File: src/rtl/instr_encoder_pkg.sv
// Shared encoding constants for the instruction encoder and the core's control decode.
// Class/ALU-op codes, RV32I opcodes, funct fields and the word assembly helper.
package instr_encoder_pkg;

  typedef enum logic [1:0] {
    ClsLoad  = 2'b00,
    ClsImm   = 2'b01,
    ClsStore = 2'b10,
    ClsReg   = 2'b11
  } instr_class_e;

  typedef enum logic [1:0] {
    FmtI,
    FmtIShift,
    FmtS,
    FmtR
  } instr_fmt_e;

  localparam logic [3:0] AluNone = 4'b0000;
  localparam logic [3:0] AluAdd  = 4'b0001;
  localparam logic [3:0] AluSub  = 4'b0010;
  localparam logic [3:0] AluXor  = 4'b0011;
  localparam logic [3:0] AluOr   = 4'b0100;
  localparam logic [3:0] AluAnd  = 4'b0101;
  localparam logic [3:0] AluSll  = 4'b0110;
  localparam logic [3:0] AluSrl  = 4'b0111;
  localparam logic [3:0] AluSra  = 4'b1001;
  localparam logic [3:0] AluSlt  = 4'b1010;
  localparam logic [3:0] AluSltu = 4'b1011;

  localparam logic [6:0] OpcLoad  = 7'b0000011;
  localparam logic [6:0] OpcImm   = 7'b0010011;
  localparam logic [6:0] OpcStore = 7'b0100011;
  localparam logic [6:0] OpcReg   = 7'b0110011;

  localparam logic [2:0] F3AddSub = 3'b000;
  localparam logic [2:0] F3Sll    = 3'b001;
  localparam logic [2:0] F3Slt    = 3'b010;
  localparam logic [2:0] F3Sltu   = 3'b011;
  localparam logic [2:0] F3Xor    = 3'b100;
  localparam logic [2:0] F3Sr     = 3'b101;
  localparam logic [2:0] F3Or     = 3'b110;
  localparam logic [2:0] F3And    = 3'b111;
  localparam logic [2:0] F3Word   = 3'b010;

  localparam logic [6:0] F7Base = 7'b0000000;
  localparam logic [6:0] F7Alt  = 7'b0100000;

  function automatic logic [31:0] assemble(input instr_fmt_e fmt, input logic [6:0] opcode,
                                           input logic [2:0] f3, input logic [6:0] f7,
                                           input logic [4:0] rd, input logic [4:0] rs1,
                                           input logic [4:0] rs2, input logic [11:0] imm);
    logic [31:0] word;
    case (fmt)
      FmtIShift: word = {f7, imm[4:0], rs1, f3, rd, opcode};
      FmtS:      word = {imm[11:5], rs2, rs1, f3, imm[4:0], opcode};
      FmtR:      word = {f7, rs2, rs1, f3, rd, opcode};
      default:   word = {imm, rs1, f3, rd, opcode};
    endcase
    return word;
  endfunction

endpackage

File: src/rtl/instr_encoder_if.sv
// Tuple-in / word-out handshake bundle of the instruction encoder.
interface instr_encoder_if #(
  parameter int unsigned ADDR_W = 8
) ();

  logic              in_valid;
  logic              in_ready;
  logic [1:0]        in_class;
  logic [3:0]        in_alu_op;
  logic [4:0]        in_rd;
  logic [4:0]        in_rs1;
  logic [4:0]        in_rs2;
  logic [11:0]       in_imm;
  logic              out_valid;
  logic              out_ready;
  logic [31:0]       out_word;
  logic [ADDR_W-1:0] out_addr;

  modport master (
    output in_valid, in_class, in_alu_op, in_rd, in_rs1, in_rs2, in_imm, out_ready,
    input  in_ready, out_valid, out_word, out_addr
  );

  modport slave (
    input  in_valid, in_class, in_alu_op, in_rd, in_rs1, in_rs2, in_imm, out_ready,
    output in_ready, out_valid, out_word, out_addr
  );

endinterface

File: src/rtl/instr_field_enc.sv
// Combinational class/ALU-op to opcode, funct fields, format and legality.
module instr_field_enc
  import instr_encoder_pkg::*;
(
  input  instr_class_e i_class,
  input  logic [3:0]   i_alu_op,
  output logic [6:0]   o_opcode,
  output logic [2:0]   o_funct3,
  output logic [6:0]   o_funct7,
  output instr_fmt_e   o_fmt,
  output logic         o_legal
);

  logic [2:0] w_f3;
  logic       w_alt;
  logic       w_shift;
  logic       w_arith_ok;

  always_comb begin
    w_f3       = F3AddSub;
    w_alt      = 1'b0;
    w_shift    = 1'b0;
    w_arith_ok = 1'b1;
    case (i_alu_op)
      AluAdd:  w_f3 = F3AddSub;
      AluSub:  w_alt = 1'b1;
      AluXor:  w_f3 = F3Xor;
      AluOr:   w_f3 = F3Or;
      AluAnd:  w_f3 = F3And;
      AluSll:  begin w_f3 = F3Sll; w_shift = 1'b1; end
      AluSrl:  begin w_f3 = F3Sr;  w_shift = 1'b1; end
      AluSra:  begin w_f3 = F3Sr;  w_shift = 1'b1; w_alt = 1'b1; end
      AluSlt:  w_f3 = F3Slt;
      AluSltu: w_f3 = F3Sltu;
      default: w_arith_ok = 1'b0;
    endcase
  end

  always_comb begin
    o_opcode = OpcImm;
    o_funct3 = w_f3;
    o_funct7 = w_alt ? F7Alt : F7Base;
    o_fmt    = FmtI;
    o_legal  = 1'b0;
    unique case (i_class)
      ClsLoad: begin
        o_opcode = OpcLoad;
        o_funct3 = F3Word;
        o_funct7 = F7Base;
        o_legal  = (i_alu_op == AluAdd);
      end
      ClsImm: begin
        // SUB has no immediate form; shift-amount range is checked by the parent
        o_fmt   = w_shift ? FmtIShift : FmtI;
        o_legal = w_arith_ok && (i_alu_op != AluSub);
      end
      ClsStore: begin
        o_opcode = OpcStore;
        o_funct3 = F3Word;
        o_funct7 = F7Base;
        o_fmt    = FmtS;
        o_legal  = (i_alu_op == AluNone);
      end
      ClsReg: begin
        o_opcode = OpcReg;
        o_fmt    = FmtR;
        o_legal  = w_arith_ok;
      end
    endcase
  end

endmodule

File: src/rtl/instr_encoder.sv
// Two-stage RV32I instruction encoder with sequential word addressing and error counting.
module instr_encoder
  import instr_encoder_pkg::*;
#(
  parameter int unsigned ADDR_W = 8,
  parameter int unsigned ERR_W  = 8
) (
  input  logic              clk,
  input  logic              reset,
  input  logic              start,
  input  logic [ADDR_W-1:0] base_addr,
  instr_encoder_if.slave    bus,
  output logic              err_pulse,
  output logic [ERR_W-1:0]  err_count
);

  logic [6:0]  w_opcode;
  logic [2:0]  w_f3;
  logic [6:0]  w_f7;
  instr_fmt_e  w_fmt;
  logic        w_field_legal;
  logic        w_legal;
  logic [31:0] w_word;

  instr_field_enc u_field_enc (
    .i_class  (instr_class_e'(bus.in_class)),
    .i_alu_op (bus.in_alu_op),
    .o_opcode (w_opcode),
    .o_funct3 (w_f3),
    .o_funct7 (w_f7),
    .o_fmt    (w_fmt),
    .o_legal  (w_field_legal)
  );

  assign w_legal = w_field_legal && !((w_fmt == FmtIShift) && (bus.in_imm[11:5] != 7'd0));
  assign w_word  = assemble(w_fmt, w_opcode, w_f3, w_f7, bus.in_rd, bus.in_rs1, bus.in_rs2,
                            bus.in_imm);

  logic              r_alive;
  logic              r_s1_valid;
  logic              r_s1_legal;
  logic [31:0]       r_s1_word;
  logic              r_s2_valid;
  logic [31:0]       r_s2_word;
  logic [ADDR_W-1:0] r_addr;
  logic              r_err_pulse;
  logic [ERR_W-1:0]  r_err_count;

  logic w_s2_free;
  logic w_s1_adv;
  logic w_in_fire;
  logic w_s1_move;
  logic w_s1_drop;

  assign w_s2_free = !r_s2_valid || bus.out_ready;
  // Illegal entries leave S1 unconditionally; legal ones need room in S2
  assign w_s1_adv  = !r_s1_legal || w_s2_free;
  assign w_in_fire = bus.in_valid && bus.in_ready;
  assign w_s1_move = r_s1_valid && r_s1_legal && w_s2_free;
  assign w_s1_drop = r_s1_valid && !r_s1_legal;

  assign bus.in_ready  = r_alive && !start && (!r_s1_valid || w_s1_adv);
  assign bus.out_valid = r_s2_valid;
  assign bus.out_word  = r_s2_word;
  assign bus.out_addr  = r_addr;
  assign err_pulse     = r_err_pulse;
  assign err_count     = r_err_count;

  always_ff @(posedge clk or negedge reset) begin
    if (!reset) begin
      r_alive     <= 1'b0;
      r_s1_valid  <= 1'b0;
      r_s1_legal  <= 1'b0;
      r_s1_word   <= '0;
      r_s2_valid  <= 1'b0;
      r_s2_word   <= '0;
      r_addr      <= '0;
      r_err_pulse <= 1'b0;
      r_err_count <= '0;
    end else begin
      r_alive     <= 1'b1;
      r_err_pulse <= 1'b0;
      if (start) begin
        r_s1_valid  <= 1'b0;
        r_s2_valid  <= 1'b0;
        r_addr      <= base_addr;
        r_err_count <= '0;
      end else begin
        if (w_in_fire) begin
          r_s1_valid <= 1'b1;
          r_s1_legal <= w_legal;
          r_s1_word  <= w_word;
        end else if (r_s1_valid && w_s1_adv) begin
          r_s1_valid <= 1'b0;
        end
        if (w_s1_move) begin
          r_s2_valid <= 1'b1;
          r_s2_word  <= r_s1_word;
        end else if (bus.out_ready) begin
          r_s2_valid <= 1'b0;
        end
        if (r_s2_valid && bus.out_ready) begin
          r_addr <= r_addr + ADDR_W'(1);
        end
        if (w_s1_drop) begin
          r_err_pulse <= 1'b1;
          if (!(&r_err_count)) begin
            r_err_count <= r_err_count + ERR_W'(1);
          end
        end
      end
    end
  end

endmodule

File: src/flat_wrapper.sv
// flat-port wrapper written by rule: the top's interface ports become plain ports
module instr_encoder_flat import instr_encoder_pkg::*;
#(
  parameter int unsigned ADDR_W = 8,
  parameter int unsigned ERR_W  = 8
)
  (clk, reset, start, base_addr, err_pulse, err_count, bus_in_valid, bus_in_class, bus_in_alu_op, bus_in_rd, bus_in_rs1, bus_in_rs2, bus_in_imm, bus_out_ready, bus_in_ready, bus_out_valid, bus_out_word, bus_out_addr);
  instr_encoder_if #(.ADDR_W(ADDR_W)) bus_i ();
  input  logic clk;
  input  logic reset;
  input  logic start;
  input  logic [ADDR_W-1:0] base_addr;
  output logic err_pulse;
  output logic [ERR_W-1:0] err_count;
  input wire logic [$bits(bus_i.in_valid)-1:0] bus_in_valid;
  input wire logic [$bits(bus_i.in_class)-1:0] bus_in_class;
  input wire logic [$bits(bus_i.in_alu_op)-1:0] bus_in_alu_op;
  input wire logic [$bits(bus_i.in_rd)-1:0] bus_in_rd;
  input wire logic [$bits(bus_i.in_rs1)-1:0] bus_in_rs1;
  input wire logic [$bits(bus_i.in_rs2)-1:0] bus_in_rs2;
  input wire logic [$bits(bus_i.in_imm)-1:0] bus_in_imm;
  input wire logic [$bits(bus_i.out_ready)-1:0] bus_out_ready;
  output wire logic [$bits(bus_i.in_ready)-1:0] bus_in_ready;
  output wire logic [$bits(bus_i.out_valid)-1:0] bus_out_valid;
  output wire logic [$bits(bus_i.out_word)-1:0] bus_out_word;
  output wire logic [$bits(bus_i.out_addr)-1:0] bus_out_addr;
  assign bus_i.in_valid = bus_in_valid;
  assign bus_i.in_class = bus_in_class;
  assign bus_i.in_alu_op = bus_in_alu_op;
  assign bus_i.in_rd = bus_in_rd;
  assign bus_i.in_rs1 = bus_in_rs1;
  assign bus_i.in_rs2 = bus_in_rs2;
  assign bus_i.in_imm = bus_in_imm;
  assign bus_i.out_ready = bus_out_ready;
  assign bus_in_ready = bus_i.in_ready;
  assign bus_out_valid = bus_i.out_valid;
  assign bus_out_word = bus_i.out_word;
  assign bus_out_addr = bus_i.out_addr;
  instr_encoder #(.ADDR_W(ADDR_W), .ERR_W(ERR_W)) u_core (.clk(clk), .reset(reset), .start(start), .base_addr(base_addr), .bus(bus_i), .err_pulse(err_pulse), .err_count(err_count));
endmodule
File: config.mk
export PLATFORM = sky130hd
export DESIGN_NAME = instr_encoder_flat
export DESIGN_NICKNAME = d
export VERILOG_FILES = /design/src/rtl/instr_encoder_pkg.sv /design/src/rtl/instr_encoder_if.sv /design/src/rtl/instr_field_enc.sv /design/src/rtl/instr_encoder.sv /design/src/flat_wrapper.sv
export SDC_FILE = /design/constraint.sdc
export NUM_CORES = 1
export LEC_CHECK = 0
export ABC_AREA = 1
export CAP_MARGIN = 10
export CORE_ASPECT_RATIO = 1.1
export CORE_MARGIN = 4
export CORE_UTILIZATION = 49
export DETAILED_ROUTE_END_ITERATION = 16
export PLACE_DENSITY = 0.8
export SYNTH_ARGS = -nofsm -noshare
export SYNTH_HDL_FRONTEND = slang
export SYNTH_SLANG_ARGS = --single-unit
File: constraint.sdc
create_clock -name clk -period 1.7 [get_ports clk]
set_input_delay 0.51 -clock clk [delete_from_list [all_inputs] [get_ports clk]]
set_output_delay 0.51 -clock clk [all_outputs]
set_load 0.02 [all_outputs]
### After elaboration in Yosys (flattened, before gate mapping)

Index checks and enable logic that the tools add are counted.

* output and inout bits: 51
* flip-flop bits (word level): 85
* input bits: 46
* logic and storage cells: 90

* reduce and logical (&&, ||, !) cells: 35
* mux-type cells: 25
* eq/ne operators: 18
* bitwise gates (word level): 1
* add/subtract/negate cells: 2

Operators by type and width (count)
* one-hot mux 32 bit (3 select lines): 1
* 2-to-1 mux 8 bit: 5
* one-hot mux 3 bit (7 select lines): 1
* one-hot mux 6 bit (3 select lines): 1
* adder 8 x 1 -> 8 bit (second input constant): 2
* equality test 4 x 3 -> 1 bit (second input constant): 4
* equality test 4 bit (second input constant): 3
* 2-to-1 mux 1 bit: 12
* logical AND 1 bit: 11
* OR reduction 10 bit: 1
* equality test 2 bit (second input constant): 4
* equality test 4 x 2 -> 1 bit (second input constant): 2
* AND reduction 8 bit: 1
* 2-to-1 mux 7 bit: 1
* nonzero test 7 bit: 1
* 2-to-1 mux 6 bit: 1
* one-hot mux 2 bit (3 select lines): 1
* AND reduction 2 bit: 3
* nonzero test 3 bit: 2
* OR reduction 2 bit: 3
* logical NOT 1 bit: 5
* equality test 2 x 1 -> 1 bit (second input constant): 2
* equality test 4 x 1 -> 1 bit (second input constant): 1
* logical NOT 4 bit: 1
* 9 further kinds: 12

### Depth between registers and ports, before layout

* depth in word-level cells: 9
* gate-level depth with buffers: 10
* mapped depth without buffers: 8

### By module

A second synthesis with hierarchy kept.

* cell total of the unflattened synthesis: 503
* area total of the unflattened synthesis: 4120.2 um2

By module, submodules not included
* instr_encoder: area an instance 3852.4 um2, seq. area each 2127.0 um2, cells each 450, times used 1
* instr_field_enc: area an instance 267.8 um2, seq. area each 0.0 um2, cells each 53, times used 1

### Worst setup path after synthesis

OpenSTA, ideal clock, no wires.

* path kind: in2reg
* start: in start
* end: reg u_core.r_s1_word[13]
* data arrival time: 1.462 ns
* required time: 1.574 ns
* path buffers: 3
* stages: 7
* library setup time: 0.126 ns
* path slack: 0.113 ns
* cell sequence: buf_2 -> nor3_4 -> nand2_2 -> inv_2 -> buf_6 -> buf_6 -> o21ai_2

* cells in the longest elaborated chain, start to end: 5
* elaborated cells on any way between the ends: 6
* those cells by class: bitwise: 1; reduce/logical: 5

Ends and longest elaborated chain
* from (decl): line flat_wrapper.sv:11 `input logic start;`
* logical NOT 1 bit: line instr_encoder.sv:62 `assign bus.in_ready = r_alive && !start && (!r_s1_valid || w_s1_adv);`
* logical AND 1 bit (2 in series): line instr_encoder.sv:62
* via bus_in_ready: line flat_wrapper.sv:23 `output wire logic [$bits(bus_i.in_ready)-1:0] bus_in_ready;`
* logical AND 1 bit: line instr_encoder.sv:58 `assign w_in_fire = bus.in_valid && bus.in_ready;`
* AND reduction 2 bit (no line)
* to (signal assigned): line instr_encoder.sv:92 `r_s1_word <= w_word;`
* to (decl): line instr_encoder.sv:42 `logic [31:0] r_s1_word;`

The timed path passes the listed nets, and every way through them passes these cells.
A chain may end at the register's enable or synchronous reset.

### Worst setup path in the final report

* start: reg u_core.r_s1_valid
* end: out bus_in_ready

* cells in the longest elaborated chain, start to end: 3

Ends and longest elaborated chain
* from (decl): line instr_encoder.sv:40 `logic r_s1_valid;`
* from (signal assigned): line instr_encoder.sv:72 `r_s1_valid <= 1'b0;`
* from (signal assigned): line instr_encoder.sv:84 `r_s1_valid <= 1'b0;`
* from (signal assigned): line instr_encoder.sv:90 `r_s1_valid <= 1'b1;`
* logical NOT 1 bit: line instr_encoder.sv:62
* logical OR 1 bit: line instr_encoder.sv:62
* logical AND 1 bit: line instr_encoder.sv:62
* to (decl): line flat_wrapper.sv:23

No other way between the ends.

==> key figures <==
Status
  • Status: finished, final reports clean

Worst setup path
  • FF-to-FF Start: u_core.r_s1_valid
  • Slowest cell delay on critical path: 0.40 ns
  • Slowest cell on the critical path: dfrtp_1
  • Worst reg-to-reg setup slack: 0.09 ns
  • CP Data Arrival Time: around 1.2 ns
  • WS Path Type: register to output port
  • CP Max Fanout: 2
  • Reg2Reg Depth: 11
  • Worst EP required: about 1.2 ns
  • CP Launch Type: register
  • Crit end category: output port
  • FF-to-FF End: u_core.r_s1_word[11]
  • CP Cell Sequence: nand2_2 > nor2_4 > nor3_4 > buf_6

Finish
  • Commonest cells after routing, fill and taps aside: 131 x nand2_1, 77 x dfrtp_1, 51 x inv_1
  • Synthesis-to-layout area growth: 40.95%
  • Proportion of layout cells with a drive suffix above 1: 0.1658
  • Nets: 612
  • Ant diodes: 0
  • Most common library cell in the layout ignoring fill and taps: nand2_1
  • Fillcell total: 551

Die
  • Die extent in y: just under 100 um
  • Core Area: 7167 sq um
  • Die footprint: around 8900 sq um
  • Std-Cell Rows: 32
  • Horiz. Die Dim: between 90 and 100 um
  • Initial Util: 0.5120
  • # IOs: 97

Placed design
  • Number of I/O port buffers: 93
  • Global placer's final weighted congestion: 0.8840
  • HPWL Detailed: 6569 um

Clock network
  • Clock buffer count from CTS: 9
  • Root Driver: clkbuf_8
  • Clock transition at the registers of the reported paths: 0.08 ns
  • H-tree levels: 3
  • Worst skew pair latency: 0.34 ns
  • Clock buffer depth: 2
  • CTS tree: done
  • Clk sink count: 77

Yosys
  • Post-synthesis sequential area ratio: 0.5251
  • Mean Syn Cell Area: 8.475 sq um
  • Cell Area, Synth: 3670 sq um
  • Synth Warn #: 0
  • Synth Area in Simple Gates: 0.2301
  • Gate Count Post-Synth: 433
  • Synth Area in XOR/XNOR: 0.01671
  • Yosys top cell by area: dfrtp_1
  • Largest cells by area after synthesis: dfrtp_1 53%, nand2_1 13%, inv_1 5.2%
  • Largest family of logic cells by synthesized area: simple AND/OR/NAND/NOR gates
  • Post-synth top area share: 0.5251
  • Mux cell area share after synthesis: 0.01534
  • Post-synthesis compound-gate area fraction: 0.1142
  • Yosys reg bits: 77
  • Netlist cell types: 32
  • Adder-Cell Fraction of Synth Area: 0.006819

Min path
  • Worst min path class: input pin to async pin

Routing
  • Vias per cell: about 5.1
  • Vias: ~3300
  • Detailed-route wire length per cell: 13.46 um
  • # DRC: 0
  • Initial detailed-routing violation count: 144
  • Routed Antenna Nets: 0
  • Final WL: about 9000 um
  • DRT Pass-1 Iters: 4

Power
  • Max VDD drop: 0.7756 mV
  • Power density over cell area: 1006 nW/um^2
  • P_leak: between 2 and 3 nW

Flow run
  • Max-cap viol count: 0

Timing
  • Fin crit share: 0.9755
  • Slew Viols, Final: 0
  • Unrepaired setup endpoints after global routing: true
  • Fmax: 603.0 MHz
  • Fin crit period: 1.658 ns
  • TNS Setup: 0 ns
  • Final hold violation count: 0
  • Worst clock skew: 0.01076 ns
  • Worst hold slack: 0.07648 ns
  • # setup viols final: 0

Global routing
  • Vias in the first global route: 3382
  • GRT Overall Usage: 0.2074
  • First-pass GRT wire length: roughly 15000 um
  • Initial antenna violation count: 0
  • Largest net degree at the start of global routing: 37
  • GR Overflow Total: 0
[what timing repair did]
action                                  4_1_cts  5_1_grt
cloned                                        1        0
endpoints found under the setup margin       58        5
hold buffers                                  0        0
setup buffers                                 1        2
endpoints found under the hold margin         0        0
resized for setup                            60        6
pin swaps                                     1        1
[critical path, delay by kind of cell, from the launching register on]
family / cells / cell delay (ns)
flip-flops: 1 / 0.40
buffers and inverters: 1 / 0.14
AND/OR/NAND/NOR: 3 / 0.28
[cell usage after synthesis (all sizes together)]
cell type and n:
inv 54, a31oi 2, xnor2 1, nor3 6
o311ai 1, dfrtp 77, nand2 135, conb 2
nand3 24, o21ai 57, ha 2, nand4 6
clkbuf 8, o211ai 2, nor2 25, o21bai 2
mux2 5, xor2 6, buf 12, a21oi 6
[routing by layer]
metal / part of all wire / GRT usage / wire, um
met1: 0.42 / 0.2577 / 3699
met5: 0 / 0 / 0
met3: 0.069 / 0.05649 / 610
met2: 0.50 / 0.3520 / 4409
met4: 0.0068 / 0.06714 / 60
[power by group]
group	internal [mW]	total, mW	switching, mW
logic	0.550	1.28	0.731
registers	2.14	2.29	0.153
clock network	1.00	1.63	0.634
[state kept, by name (all words and copies together) (netlist names)]
register,count
u_core.bus.out_addr,8
u_core.bus.out_valid,1
u_core.bus.out_word,28
u_core.err_count,8
u_core.err_pulse,1
u_core.r_alive,1
u_core.r_s1_legal,1
u_core.r_s1_valid,1
u_core.r_s1_word,28
[area by class of cell]
class                   instances  area [sq um]  share of cell area
flip-flops and latches         77          1927              0.3725
multi-input cells             284          1429              0.2762
repair buffers                138          1267              0.2450
inverters                      54         207.7             0.04015
clock buffers                  10         137.6             0.02661
well taps                      85         106.4             0.02056
clock inverters                 4         97.59             0.01887
[stage by stage]
| step | cell area, sq um | instances | utilization | setup WS, ns | total power [mW] |
|---|---|---|---|---|---|
| final | 5172 | 652 | 0.7217 | 0.04170 | 5.205 |
| after CTS | 5150 | 650 | 0.7186 | -0.03496 | 5.249 |
| after global placement | 4931 | 634 | 0.6880 | -0.7045 | 3.714 |
| after floorplan | 3677 | 435 | - | 0.1129 | 3.016 |
| after detailed placement | 4931 | 634 | 0.6880 | -0.7279 | 3.755 |
| after global routing | 5172 | 652 | 0.7217 | -0.05206 | 5.483 |
[how the worst max path moves through the flow]
stage / startpoint / cells past startpoint / slack, ns / endpoint
finish: u_core.r_s1_valid / 4 / 0.04 / bus_in_ready
global route: u_core.r_s1_valid / 4 / -0.05 / bus_in_ready
CTS: u_core.r_s1_valid / 4 / -0.03 / bus_in_ready
detailed placement: bus_out_ready / 6 / -0.73 / bus_in_ready
global placement: bus_out_ready / 6 / -0.70 / bus_in_ready
floorplan: start / 7 / 0.11 / u_core.r_s1_word[13]
[cell families (layout without fill, tap and decap cells)]
group,Yosys count,count (layout)
flip-flops,77,77
AO/OA/AOI/OAI,70,70
buffers and inverters,74,206
AND/OR/NAND/NOR,196,196
multiplexers,5,5
XOR/XNOR,7,7
other,2,4
adder cells (fa/ha/maj),2,2
Power figures use the tool's default switching activity.
